**src/rtl/down_counter_pkg.sv**
```systemverilog
// Shared definitions for the loadable down counter: FSM state
// enumeration, default counter width and a small decode helper.
package down_counter_pkg;

   // Default counter width in bits.
   localparam int DEFAULT_WIDTH = 4;

   // Counter control states.
   //   IDLE : no period loaded (after reset or after a load of zero).
   //   RUN  : counting down; the only state in which busy is high.
   //   DONE : a one-shot count reached zero and is waiting for a new load.
   typedef enum logic [1:0] {
      IDLE = 2'd0,
      RUN  = 2'd1,
      DONE = 2'd2
   } state_e;

   // busy is a pure decode of the state, kept here so every user of the
   // enumeration agrees on its meaning.
   function automatic logic state_is_busy(input state_e s);
      return (s == RUN);
   endfunction

endpackage : down_counter_pkg

```
**src/rtl/down_counter_4bit.sv**
```systemverilog
// Loadable down counter with one-shot or auto-reload operation.
//
// A load copies load_val into both the live count and the reload
// register. While running, each enabled cycle decrements the count. The
// step that takes the count from 1 is the terminal step. It raises tc for
// one cycle and then either reloads the stored period (reload_en=1) or
// parks the count at zero in DONE (reload_en=0). Priority is
// rst > load > en in every state, so a load coinciding with a terminal
// step restarts the count and suppresses tc. The count never steps below
// one inside RUN, so it can never wrap.
module down_counter_4bit
   import down_counter_pkg::*;
#(
   parameter int WIDTH = DEFAULT_WIDTH
) (
   input  logic             clk,
   input  logic             rst,
   input  logic             load,
   input  logic [WIDTH-1:0] load_val,
   input  logic             en,
   input  logic             reload_en,
   output logic [WIDTH-1:0] out,
   output logic             tc,
   output logic             busy
);

   // Value one at counter width, for the decrement and terminal compare.
   localparam logic [WIDTH-1:0] ONE = WIDTH'(1);

   state_e           state_q;
   logic [WIDTH-1:0] count_q;
   logic [WIDTH-1:0] reload_q;
   logic             tc_q;
   logic             busy_q;

   // Single FSM register block: state, count, reload period and the
   // registered tc/busy outputs all update together on the rising edge.
   // NOTE: non-blocking assignments throughout, so every register sees the
   // pre-edge values of the others regardless of statement order.
   always_ff @(posedge clk) begin
      if (rst) begin
         state_q  <= IDLE;
         count_q  <= '0;
         reload_q <= '0;
         tc_q     <= 1'b0;
         busy_q   <= 1'b0;
      end else if (load) begin
         // A load overrides counting in every state and never emits tc.
         count_q  <= load_val;
         reload_q <= load_val;
         tc_q     <= 1'b0;
         if (load_val != '0) begin
            state_q <= RUN;
            busy_q  <= state_is_busy(RUN);
         end else begin
            state_q <= IDLE;
            busy_q  <= state_is_busy(IDLE);
         end
      end else begin
         // tc is a single-cycle pulse; only the terminal step below sets it.
         tc_q <= 1'b0;
         unique case (state_q)
            RUN: begin
               if (en) begin
                  if (count_q > ONE) begin
                     count_q <= count_q - ONE;
                  end else if (count_q == ONE) begin
                     tc_q <= 1'b1;
                     if (reload_en) begin
                        count_q <= reload_q;
                     end else begin
                        count_q <= '0;
                        state_q <= DONE;
                        busy_q  <= state_is_busy(DONE);
                     end
                  end else begin
                     // Zero count inside RUN cannot be reached through a
                     // load; fall back to IDLE rather than wrapping.
                     state_q <= IDLE;
                     busy_q  <= state_is_busy(IDLE);
                  end
               end
            end
            IDLE, DONE: begin
               // Count holds and en is ignored until the next load.
            end
            default: begin
               // Unused encoding: recover to a clean idle state.
               state_q <= IDLE;
               count_q <= '0;
               busy_q  <= state_is_busy(IDLE);
            end
         endcase
      end
   end

   // Outputs come straight from registers.
   always_comb begin
      out  = count_q;
      tc   = tc_q;
      busy = busy_q;
   end

endmodule : down_counter_4bit

```
**config.mk**
```make
export PLATFORM = sky130hd
export DESIGN_NAME = down_counter_4bit
export DESIGN_NICKNAME = d
export VERILOG_FILES = /design/src/rtl/down_counter_pkg.sv /design/src/rtl/down_counter_4bit.sv
export SDC_FILE = /design/constraint.sdc
export NUM_CORES = 1
export LEC_CHECK = 0
export ABC_CLOCK_PERIOD_IN_PS = 1550
export BUFFER_PORTS_ARGS = -buffer_cell sky130_fd_sc_hd__clkbuf_2
export CAP_MARGIN = 40
export CORE_MARGIN = 3
export CORE_UTILIZATION = 45
export CTS_CLUSTER_SIZE = 8
export DETAILED_ROUTE_END_ITERATION = 16
export GPL_TIMING_DRIVEN = 0
export PLACE_DENSITY = 0.7
export SYNTH_ARGS = -nofsm -noshare
export SYNTH_HDL_FRONTEND = slang
export SYNTH_SLANG_ARGS = --single-unit
```
**constraint.sdc**
```tcl
create_clock -name clk -period 1.55 [get_ports clk]
set_input_delay 0.0775 -clock clk [delete_from_list [all_inputs] [get_ports clk]]
set_output_delay 0.0775 -clock clk [all_outputs]
set_load 0.1 [all_outputs]
```
== Word-level counts from Yosys, hierarchy flattened ==
Index checks and enable logic that the tools add are counted.

* Flip-flop bits (word level): 12
* Latch bits: 0
* RAM bits: 0
* ROM bits: 0
* Input port bits: 9
* Output and inout port bits: 6
* Logic and storage cells: 44
* Memories kept: 0

* $add $sub $neg: 1
* Multiply operators: 0
* Div/mod/pow operators: 0
* Order comparisons: 1
* Equal/unequal tests: 8
* Shift-type cells: 0
* Multiplexer cells: 21
* Bitwise gates (word level): 2
* Reductions and logical operators: 6

{| class="wikitable"
|+ Operators with widths
! cell !! number
|-
| 4-bit two-way mux || 5
|-
| 2-bit two-way mux || 5
|-
| 1-bit two-way mux || 8
|-
| 4-bit inequality test (second input constant) || 2
|-
| 4-bit case mux with 2 select lines || 1
|-
| 3-bit inequality test (second input constant) || 2
|-
| 5-bit OR reduction || 1
|-
| 4-bit by 1-bit equality test with 1-bit output (second input constant) || 1
|-
| 4-bit by 1-bit > comparator with 1-bit output (second input constant) || 1
|-
| 2-bit case mux with 2 select lines || 1
|-
| 4-bit AND reduction || 1
|-
| 4-bit nonzero test || 1
|-
| 4-bit by 1-bit subtractor with 4-bit output (second input constant) || 1
|-
| 3-bit AND reduction || 1
|-
| 2-bit by 1-bit equality test with 1-bit output (second input constant) || 1
|-
| 2-bit equality test (second input constant) || 1
|-
| 2-bit zero test || 1
|-
| 2-bit inequality test (second input constant) || 1
|-
| 1-bit NOT || 2
|-
| 1-bit case mux with 2 select lines || 1
|-
| 2-bit OR reduction || 1
|}

== Longest topological paths before layout ==
Gate-level depths: netlist (run 1).

* Depth in word-level cells: 6
* Depth in mapped cells: 7
* Gate-level depth less buffers: 6

== Worst setup path before layout (run 1) ==
OpenSTA, ideal clock, no wires.

* Path type: register to register
* Start point: reg count_q[1] (netlist: out[1])
* End point: reg count_q[3] (netlist: out[3])
* Setup time: 0.135 ns
* Arrival: 2.210 ns
* Data required time: 1.415 ns
* Slack: -0.795 ns
* Cell stages (with the launch flop): 8
* Path buffers: 1
* Period minus slack after synthesis: 2.345 ns
* Cell sequence: dfxtp_1 inv_1 ha_1 or2_1 buf_6 a211o_2 nand4_1 a311oi_1

* Word-level cells in the longest chain between the ends: 5
* Elaborated cells on any way between the ends: 9
* Classes of those cells: add/sub (1); order compare (1); eq/ne (2); mux (4); reduce/logical (1)

{| class="wikitable"
|+ RTL lines
! what !! RTL line !! source
|-
| from (decl) || down_counter_4bit.sv:31 || <nowiki>logic [WIDTH-1:0] count_q;</nowiki>
|-
| from (signal assigned) || down_counter_4bit.sv:49 || <nowiki>count_q <= load_val;</nowiki>
|-
| from (signal assigned) || down_counter_4bit.sv:66 || <nowiki>count_q <= count_q - ONE;</nowiki>
|-
| from (signal assigned) || down_counter_4bit.sv:70 || <nowiki>count_q <= reload_q;</nowiki>
|-
| 4-bit by 1-bit subtractor with 4-bit output / 4-bit by 1-bit > comparator with 1-bit output (equally long branches) || down_counter_4bit.sv:66, down_counter_4bit.sv:65 ||
|-
| 4-bit two-way mux || down_counter_4bit.sv:65 || <nowiki>if (count_q > ONE) begin</nowiki>
|-
| 4-bit two-way mux || down_counter_4bit.sv:64 || <nowiki>if (en) begin</nowiki>
|-
| 4-bit case mux with 2 select lines || down_counter_4bit.sv:62 || <nowiki>unique case (state_q)</nowiki>
|-
| 4-bit two-way mux || down_counter_4bit.sv:47 || <nowiki>end else if (load) begin</nowiki>
|}

Parallel ways exist; a longest one is shown, timed or not. The select of a mux whose other input is x is not followed.
A chain may end at the register's enable or synchronous reset.

== Worst setup path after layout (run 1) ==
* Start point: reg count_q[0] (netlist: out[0])
* End point: reg count_q[3] (netlist: out[3])

Same word-level chain as after synthesis.

==> results of run 1 <==
==> report_power, final <==
part,internal [W],leakage [nW],switching (W)
combinational,0.0000977,0.226,0.000173
clock,0.0000996,0.0150,0.0000968
sequential,0.000300,0.0927,0.0000230
==> cell families (layout without fill, tap and decap cells) <==
logic type      count (synthesis)  count (layout)  share of synthesized area
fa+ha+maj                       2               2                     0.0398
compound gates                 21              21                      0.241
simple gates                   33              33                      0.291
mux                             1               1                     0.0159
flops                          11              11                      0.351
buf+inv                         6              30                     0.0617
==> layout by cell type, fill, tap and decap left out, drive strengths merged <==
cell	instances
clkbuf	18
dfxtp	11
nand2	9
a21oi	8
buf	8
nor2	7
nand2b	6
a311oi	4
o21ai	4
inv	3
nand3	2
and4	2
nand4	2
nor3	2
ha	2
nor4	1
or2	1
a21boi	1
a311o	1
o41ai	1
nor4b	1
o31a	1
a211o	1
mux2i	1
dlygate4sd3	1
==> layout make-up <==
cell class	instances	area [µm²]
plain buffers	3	27.5
clock buffers	4	26.3
fillers	113	363
inverters	3	16.3
multi-input cells	57	402
flip-flops and latches	11	231
well taps	14	17.5
repair buffers	20	118
==> registers in the layout (all words and copies together), names as in the netlist <==
register,cells
busy,1
out,4
reload_q,4
state_q,1
tc,1
==> worst paths after layout <==
check / to / from / slack [ns]
worst min-delay path: reload_q[0] / load_val[0] / 0.09
worst max register to register: out[3] / out[0] / 0.05
worst max-delay path: out[3] / out[0] / 0.05
worst min register to register: reload_q[1] / reload_q[1] / 0.47
==> worst reg2reg max path: stages, from the launching register on <==
cell      delay (ns)
dfxtp_4         0.38
inv_4           0.04
ha_4            0.15
or2_1           0.23
buf_6           0.14
a211o_2         0.27
nand4_1         0.08
a311oi_1        0.08
==> per-stage QoR <==
step | power, W | hold slack [ns] | std cells | TNS (ns)
floorplan | 0.000521 | 0.156 | 74 | -0.402
global placement | 0.000570 | 0.261 | 102 | 0
detailed placement | 0.000572 | 0.262 | 102 | 0
CTS | 0.000780 | 0.0787 | 110 | 0
global route | 0.000838 | 0.0968 | 112 | -0.140
finish | 0.000790 | 0.0929 | 112 | 0
==> layer usage <==
| metal | vias to the layer above | GRT usage | part of all wire |
|---|---|---|---|
| li1 | 323 | - | - |
| met1 | 293 | 0.232 | 0.46 |
| met2 | 31 | 0.257 | 0.45 |
| met3 | 2 | 0.0373 | 0.086 |
| met4 | 0 | 0.0542 | 0.0077 |
| met5 | - | 0 | 0 |
==> timing repair <==
| action | CTS | global route |
|---|---|---|
| endpoints found under the setup margin | 1 | 3 |
| hold endpoints to repair | 1 | 0 |
| hold buffers | 1 | 0 |
| resized for setup | 0 | 2 |
| setup buffers | 3 | 2 |
| pin swaps | 1 | 9 |
==> summary.md, run 1 <==
| Metric | Value |
|---|---|
| Vias in the first global route | 549 |
| Slew @ Worst Pin | 0.540 ns |
| Starting density of the core | 0.523 |
| DRC Markers | 0 |
| Clock root cell | clkbuf_4 |
| FFs w/ async S/R, synth | 0 |
| Commonest cells post-synth | 11 x dfxtp_1, 9 x nand2_1, 8 x a21oi_1 |
| Worst hold path type | primary input to flop |
| Total I/O pin count | 15 |
| Synth Instances | 74 |
| Mapped cell area | between 600 and 700 µm² |
| Fin util | 0.698 |
| WS Path Type | flop to flop |
| First-pass GRT wire length | 2430 µm |
| Netlist cell types | 27 |
| Sequential area share after synthesis | 0.351 |
| Pwr per Cell Area | 943 nW/µm² |
| Yosys top cell area share | 0.351 |
| Worst EP arrival | 1.64 ns |
| Remaining antenna violation count | 0 |
| Fin crit share | 0.968 |
| Yosys reg bits | 11 |
| Mean post-synth cell area | roughly 8.5 µm² |
| Final Skew | 0.000268 ns |
| Final setup fails | 0 |
| Yosys top cell by area | dfxtp_1 |
| Layout cell share with drive strength beyond 1 | 0.408 |
| DRT iter0 DRCs | 35 |
| Buf/Inv on CP | 2 |
| Core ar. | 1200 µm² |
| Most frequent cell after synthesis | dfxtp_1 |
| Antenna Cells | 0 |
| Run status | finished clean |
| Crit end category | flop |
| Reg2Reg Depth | 7 |
| Max Buffers Root-to-Sink | 2 |
| DPL Wire Length | 1050 µm |
| DP Area | 757 µm² |
| Gr ovfl total | 0 |
| Crit path depth | 7 |
| Die W | around 43 µm |
| Gpl congestion | 0.743 |
| Cell family with most CP delay | flip-flops |
| Clock Latency Late Sink | 0.27 ns |
| Final wirelength | 1440 µm |
| Max Clk Rate | 667 MHz |
| Setup ws final | 0.0502 ns |
| Nets | 110 |
| Crit Path Max Fanout | 7 |
| Synth Net Count | 85 |
| Vias per cell | 5.79 |
| Crit path cell chain | inv_4 -> ha_4 -> or2_1 -> buf_6 -> a211o_2 -> nand4_1 -> a311oi_1 |
| Initial antenna violation count | 0 |
| GRT Total Usage | 0.167 |
| Clk slew on worst S/H paths | 0.07 ns |
| VDD IR max | roughly 0.62 mV |
| Final Instance Area | 838 µm² |
| Area delta synth->final | 33.5% |
| Max Cap Violations | 0 |
| CTS Buf Count | 3 |
| Worst EP required | between 1.5 and 2 ns |
| CP startpoint kind | flop |
| CTS tree | done |
| H-tree levels | 1 |
| Pleak | 0.333 nW |
| PortBufs | 14 |
| RSZ-0062 raised after global routing | yes |
| Die height | 43.4 µm |
| Final worst path period need | between 1 and 1.5 ns |
| Row cnt | 12 |
| Clock Sink Count | 11 |
| Number of flops mapped to enable cells by yosys | 0 |
| Yosys warns | 0 |
| Slowest cell on crit path | dfxtp_4 |
| Ys flop type | dfxtp_1 |
| Final hold violation count | 0 |
| Top post-synthesis cells by area | dfxtp_1 35%, a21oi_1 6.4%, nand2b_1 6.0% |
| Die Area | 1880 µm² |
| Vias | 649 |
| 1st-pass router iterations | 4 |
| Crit-path max cell delay | between 0.3 and 0.4 ns |
| Slew Limit Fails | 0 |
| Placement Setup Slack | roughly 0.011 ns |
| Slew headroom | 0.642 |
| Routed len/inst | approximately 13 µm |
| Largest net degree at the start of global routing | 11 |
| Cell count of the worst hold path | 3 |
(Power assumes the default switching activity.)
==> run 2, diff against run 1 <==
Settings changed: GPL_TIMING_DRIVEN 0 to 1, PLACE_DENSITY 0.7 to default, PLACE_DENSITY_LB_ADDON from default to 0.1.
==> run 2 against run 1 <==
Effect of this change: global-route usage grew 0.17 points; setup slack better by 0.048 ns; fmax increased by 3.3%; combinational power fell by 13%; hold slack got worse by 0.022 ns; wire length shrank 4.9%; clock-buffer cell count unchanged; non-clock buffer count shrank 9; largest cell class unchanged.
==> summary.md, run 2 (synthesis gave the netlist of run 1 again) <==
| Metric | Value |
|---|---|
| DPL Wire Length | 1040 µm |
| Final setup fails | 0 |
| Crit-path max cell delay | 0.37 ns |
| CP startpoint kind | flop |
| Run status | finished clean |
| Max Cap Violations | 0 |
| Cell count of the worst hold path | 3 |
| Initial antenna violation count | 0 |
| DRC Markers | 0 |
| Crit Path Max Fanout | 7 |
| Reg2Reg Depth | 6 |
| First-pass GRT wire length | 2370 µm |
| Pwr per Cell Area | 999 nW/µm² |
| Total I/O pin count | 15 |
| CTS tree | done |
| Slew headroom | 0.636 |
| Antenna Cells | 0 |
| Worst EP arrival | 1.59 ns |
| Commonest non-fill, non-tap cell in the layout | clkbuf_2 |
| Slowest cell on crit path | dfxtp_4 |
| Starting density of the core | 0.523 |
| Cell family with most CP delay | flip-flops |
| Layout cell share with drive strength beyond 1 | 0.360 |
| Slew Limit Fails | 0 |
| Final worst path period need | about 1.5 ns |
| DRT iter0 DRCs | 19 |
| Vias per cell | 5.80 |
| Max Clk Rate | about 690 MHz |
| Most frequent cells in the layout | 14 x clkbuf_2, 9 x nand2_1, 7 x a21oi_1 |
| Die height | 43.4 µm |
| Slew @ Worst Pin | 0.548 ns |
| 1st-pass router iterations | 4 |
| Routed len/inst | 13.2 µm |
| Register area | 231 µm² |
| Largest net degree at the start of global routing | 15 |
| Remaining antenna violation count | 0 |
| Clock root cell | clkbuf_4 |
| Setup bufs post-CTS | 0 |
| Die W | 43.4 µm |
| Final-layout fill cell count | between 100 and 150 |
| Multi-input logic area | 400 µm² |
| Pleak | 0.290 nW |
| Total Power | approximately 0.00076 W |
| Fin util | 0.634 |
| VDD IR max | 0.545 mV |
| Die Area | 1880 µm² |
| Core ar. | 1200 µm² |
| Final Skew | around 0.0047 ns |
| Nets | 101 |
| R2r setup slk | 0.1 ns |
| Gpl congestion | between 0.7 and 0.8 |
| Crit path depth | 6 |
| Crit end category | flop |
| PortBufs | 14 |
| Fin crit share | 0.936 |
| Max Buffers Root-to-Sink | 2 |
| Clock Latency Late Sink | approximately 0.27 ns |
| H-tree levels | 1 |
| Vias in the first global route | 533 |
| Final hold violation count | 0 |
| GRT Total Usage | 0.169 |
| CTS Buf Count | 3 |
| WS Path Type | flop to flop |
| Worst hold path type | primary input to flop |
| Vias | roughly 600 |
| Hold WS | between 0.07 and 0.08 ns |
| Clk slew on worst S/H paths | 0.07 ns |
| Area delta synth->final | 21.3% |
| RSZ-0062 raised after global routing | no |
| Gr ovfl total | 0 |
| Final wirelength | 1360 µm |
| Row cnt | 12 |
| Cts hold-fix bufs | 0 |
| Worst EP required | 1.69 ns |
| Clock Sink Count | 11 |
| Crit path cell chain | inv_4 -> ha_4 -> or2_4 -> a211o_2 -> nand4_1 -> a311oi_1 |
| Buf/Inv on CP | 1 |
==> run 2: changes by cell type in the layout (fill, tap and decap cells not counted) <==
cell,before,now
or2_1,1,0
dlygate4sd3_1,1,0
or2_4,0,1
buf_6,2,0
buf_2,1,0
a21oi_2,2,1
buf_4,5,0
a21oi_1,6,7
==> run 2: per-layer routing <==
layer,vias to the layer above,wire [µm],GRT usage
met5,-,0,0
met4,0,24,0.0964
met3,6,70,0.0373
met2,22,606,0.257
met1,264,663,0.220
li1,305,-,-
==> run 2: final cells by class <==
class,count,area share
clock buffer,4,0.0345
sequential,11,0.304
inverter,3,0.0213
timing repair buffer,14,0.0920
tap,14,0.0230
multi-input combinational,57,0.525
==> run 2: through the flow <==
step | instance area (µm²) | setup TNS, ns | cells | setup WS [ns]
6_report | 762 | 0 | 103 | 0.0986
5_1_grt | 762 | 0 | 103 | 0.0247
4_1_cts | 756 | 0 | 103 | 0.0597
3_5_place_dp | 729 | 0 | 99 | 0.0721
3_3_place_gp | 729 | 0 | 99 | 0.0744
2_1_floorplan | 669 | -0.402 | 74 | -0.139
==> run 2: path summary, 6_finish.rpt <==
path                             startpoint           to
worst max-delay path                 out[1]       out[3]
worst min-delay path                     en           tc
worst max register to register       out[1]       out[3]
worst min register to register  reload_q[2]  reload_q[2]
==> run 2: what timing repair did <==
item | CTS | global route
gates resized for setup | 0 | 2
endpoints found under the setup margin | 0 | 3
endpoints found under the hold margin | 0 | 0
==> run 2: worst register-to-register path: stages, from the launching register on <==
cell      delay, ns
dfxtp_4        0.37
inv_4          0.05
ha_4           0.17
or2_4          0.28
a211o_2        0.27
nand4_1        0.09
a311oi_1       0.09
==> run 2: power by group <==
part           internal (W)  switching, W
registers          0.000301     0.0000261
clock network     0.0000997     0.0000991
logic             0.0000741      0.000162
total              0.000474      0.000287
==> run 3, diff against run 2 <==
Settings changed: BUFFER_PORTS_ARGS -buffer_cell sky130_fd_sc_hd__clkbuf_2 to -buffer_cell sky130_fd_sc_hd__buf_2, SLEW_MARGIN from default to 0.
==> run 3 against run 2 <==
Effect of this change: hold slack improved by 0.021 ns; clock-buffer cell count unchanged; setup slack got worse by 0.0030 ns; sequential share of layout area unchanged; first-iteration DRC count decreased by 37%; combinational power about the same; wire length increased by 3.7%; cell area unchanged; via count decreased by 1.5%; largest cell class unchanged; largest power group unchanged; highest routed layer unchanged.
==> summary.md, run 3 (synthesis gave the netlist of run 1 again) <==
| Metric | Value |
|---|---|
| Final Skew | between 0.009 and 0.01 ns |
| Slew Limit Fails | 0 |
| Area delta synth->final | 21.3% |
| Core ar. | about 1200 µm² |
| Pwr per Cell Area | 994 nW/µm² |
| Fin util | 0.634 |
| Antenna Cells | 0 |
| Hold WS | 0.0923 ns |
| CTS tree | done |
| Max Cap Violations | 0 |
| DPL Wire Length | 1070 µm |
| Max Buffers Root-to-Sink | 2 |
| DRC Markers | 0 |
| Remaining antenna violation count | 0 |
| Clock root cell | clkbuf_4 |
| Gpl congestion | 0.758 |
| Layout cell share with drive strength beyond 1 | 0.360 |
| DRT iter0 DRCs | 12 |
| Die Area | between 1500 and 2000 µm² |
| Run status | finished clean |
| Clock Sink Count | 11 |
| Cts hold-fix bufs | 0 |
| Commonest non-fill, non-tap cell in the layout | buf_2 |
| CTS Buf Count | 3 |
| Slew @ Worst Pin | 0.496 ns |
| Die W | 43.4 µm |
| Vias in the first global route | approximately 550 |
| Initial antenna violation count | 0 |
| Final Instance Area | 762 µm² |
| Crit end category | flop |
| Gr ovfl total | 0 |
| Worst EP arrival | 1.58 ns |
| Starting density of the core | 0.523 |
| Routed len/inst | 13.7 µm |
| WS Path Type | flop to flop |
| Pleak | 0.291 nW |
| First-pass GRT wire length | 2400 µm |
| Nets | 101 |
| 1st-pass router iterations | 4 |
| Fin Setup TNS | 0 ns |
| Final worst path period need | 1.45 ns |
| Clk slew on worst S/H paths | 0.08 ns |
| Resized Gates After CTS | 0 |
| Slew headroom | 0.671 |
| Worst EP required | 1.67 ns |
| Final wirelength | 1410 µm |
| RSZ-0062 raised after global routing | no |
| Crit Path Max Fanout | 7 |
| Final-layout fill cell count | between 100 and 150 |
| Worst hold path type | primary input to flop |
| Total I/O pin count | 15 |
| DP Area | 729 µm² |
| Setup bufs post-CTS | 0 |
| Largest net degree at the start of global routing | 15 |
| Most frequent cells in the layout | 14 x buf_2, 9 x nand2_1, 7 x a21oi_1 |
| Vias per cell | ~5.7 |
| GRT Total Usage | 0.166 |
| Final hold violation count | 0 |
| Row cnt | 12 |
| Fin crit share | 0.938 |
| Die height | 43.4 µm |
| H-tree levels | 1 |
| PortBufs | 14 |
| Vias | 588 |
| Final setup fails | 0 |
| Max Clk Rate | 688 MHz |
| VDD IR max | about 0.52 mV |
| Clock Latency Late Sink | around 0.27 ns |
| CP startpoint kind | flop |
| Total Power | 0.000757 W |
run 3: cell count changes in the layout (fill, tap and decap cells not counted), sizes merged:
cell,delta
buf,+14
clkbuf,-14
run 3: worst paths after layout:
check / from / slack, ns / to / cells after the start
min reg2reg: reload_q[1] / 0.48 / reload_q[1] / 2
min: load_val[2] / 0.09 / busy / 3
max reg2reg: out[1] / 0.1 / out[3] / 6
max: out[1] / 0.1 / out[3] / 6
run 3: per-stage QoR:
step           std cells  worst slack, ns
2_1_floorplan         74           -0.139
3_3_place_gp          99           0.0770
3_5_place_dp          99           0.0579
4_1_cts              103           0.0420
5_1_grt              103          0.00535
6_report             103           0.0955
run 3: per-layer routing:
| metal | up-vias | global-route usage | wire [µm] |
|---|---|---|---|
| li1 | 302 | - | - |
| met4 | 0 | 0.0602 | 8 |
| met3 | 2 | 0.0415 | 78 |
| met5 | - | 0 | 0 |
| met1 | 267 | 0.212 | 658 |
| met2 | 17 | 0.268 | 667 |
run 3: cell type report:
class,count,area (µm²),share of cell area
clock buffers,4,26.3,0.0345
multi-input cells,57,400,0.525
flip-flops and latches,11,231,0.304
well taps,14,17.5,0.0230
inverters,3,16.3,0.0213
repair buffers,14,70.1,0.0920
run 3: critical path, stage by stage (launching register included):
cell and delay (ns):
dfxtp_4 0.37, inv_4 0.05, ha_4 0.17, or2_4 0.28, a211o_2 0.27, nand4_1 0.08, a311oi_1 0.10
run 3: where the power goes:
| group | switching, W | total (W) | internal (W) | leakage [nW] |
|---|---|---|---|---|
| clock | 0.0000950 | 0.000194 | 0.0000994 | 0.0150 |
| combinational | 0.000162 | 0.000237 | 0.0000746 | 0.183 |
| sequential | 0.0000255 | 0.000326 | 0.000301 | 0.0927 |
| total | 0.000283 | 0.000757 | 0.000475 | 0.291 |
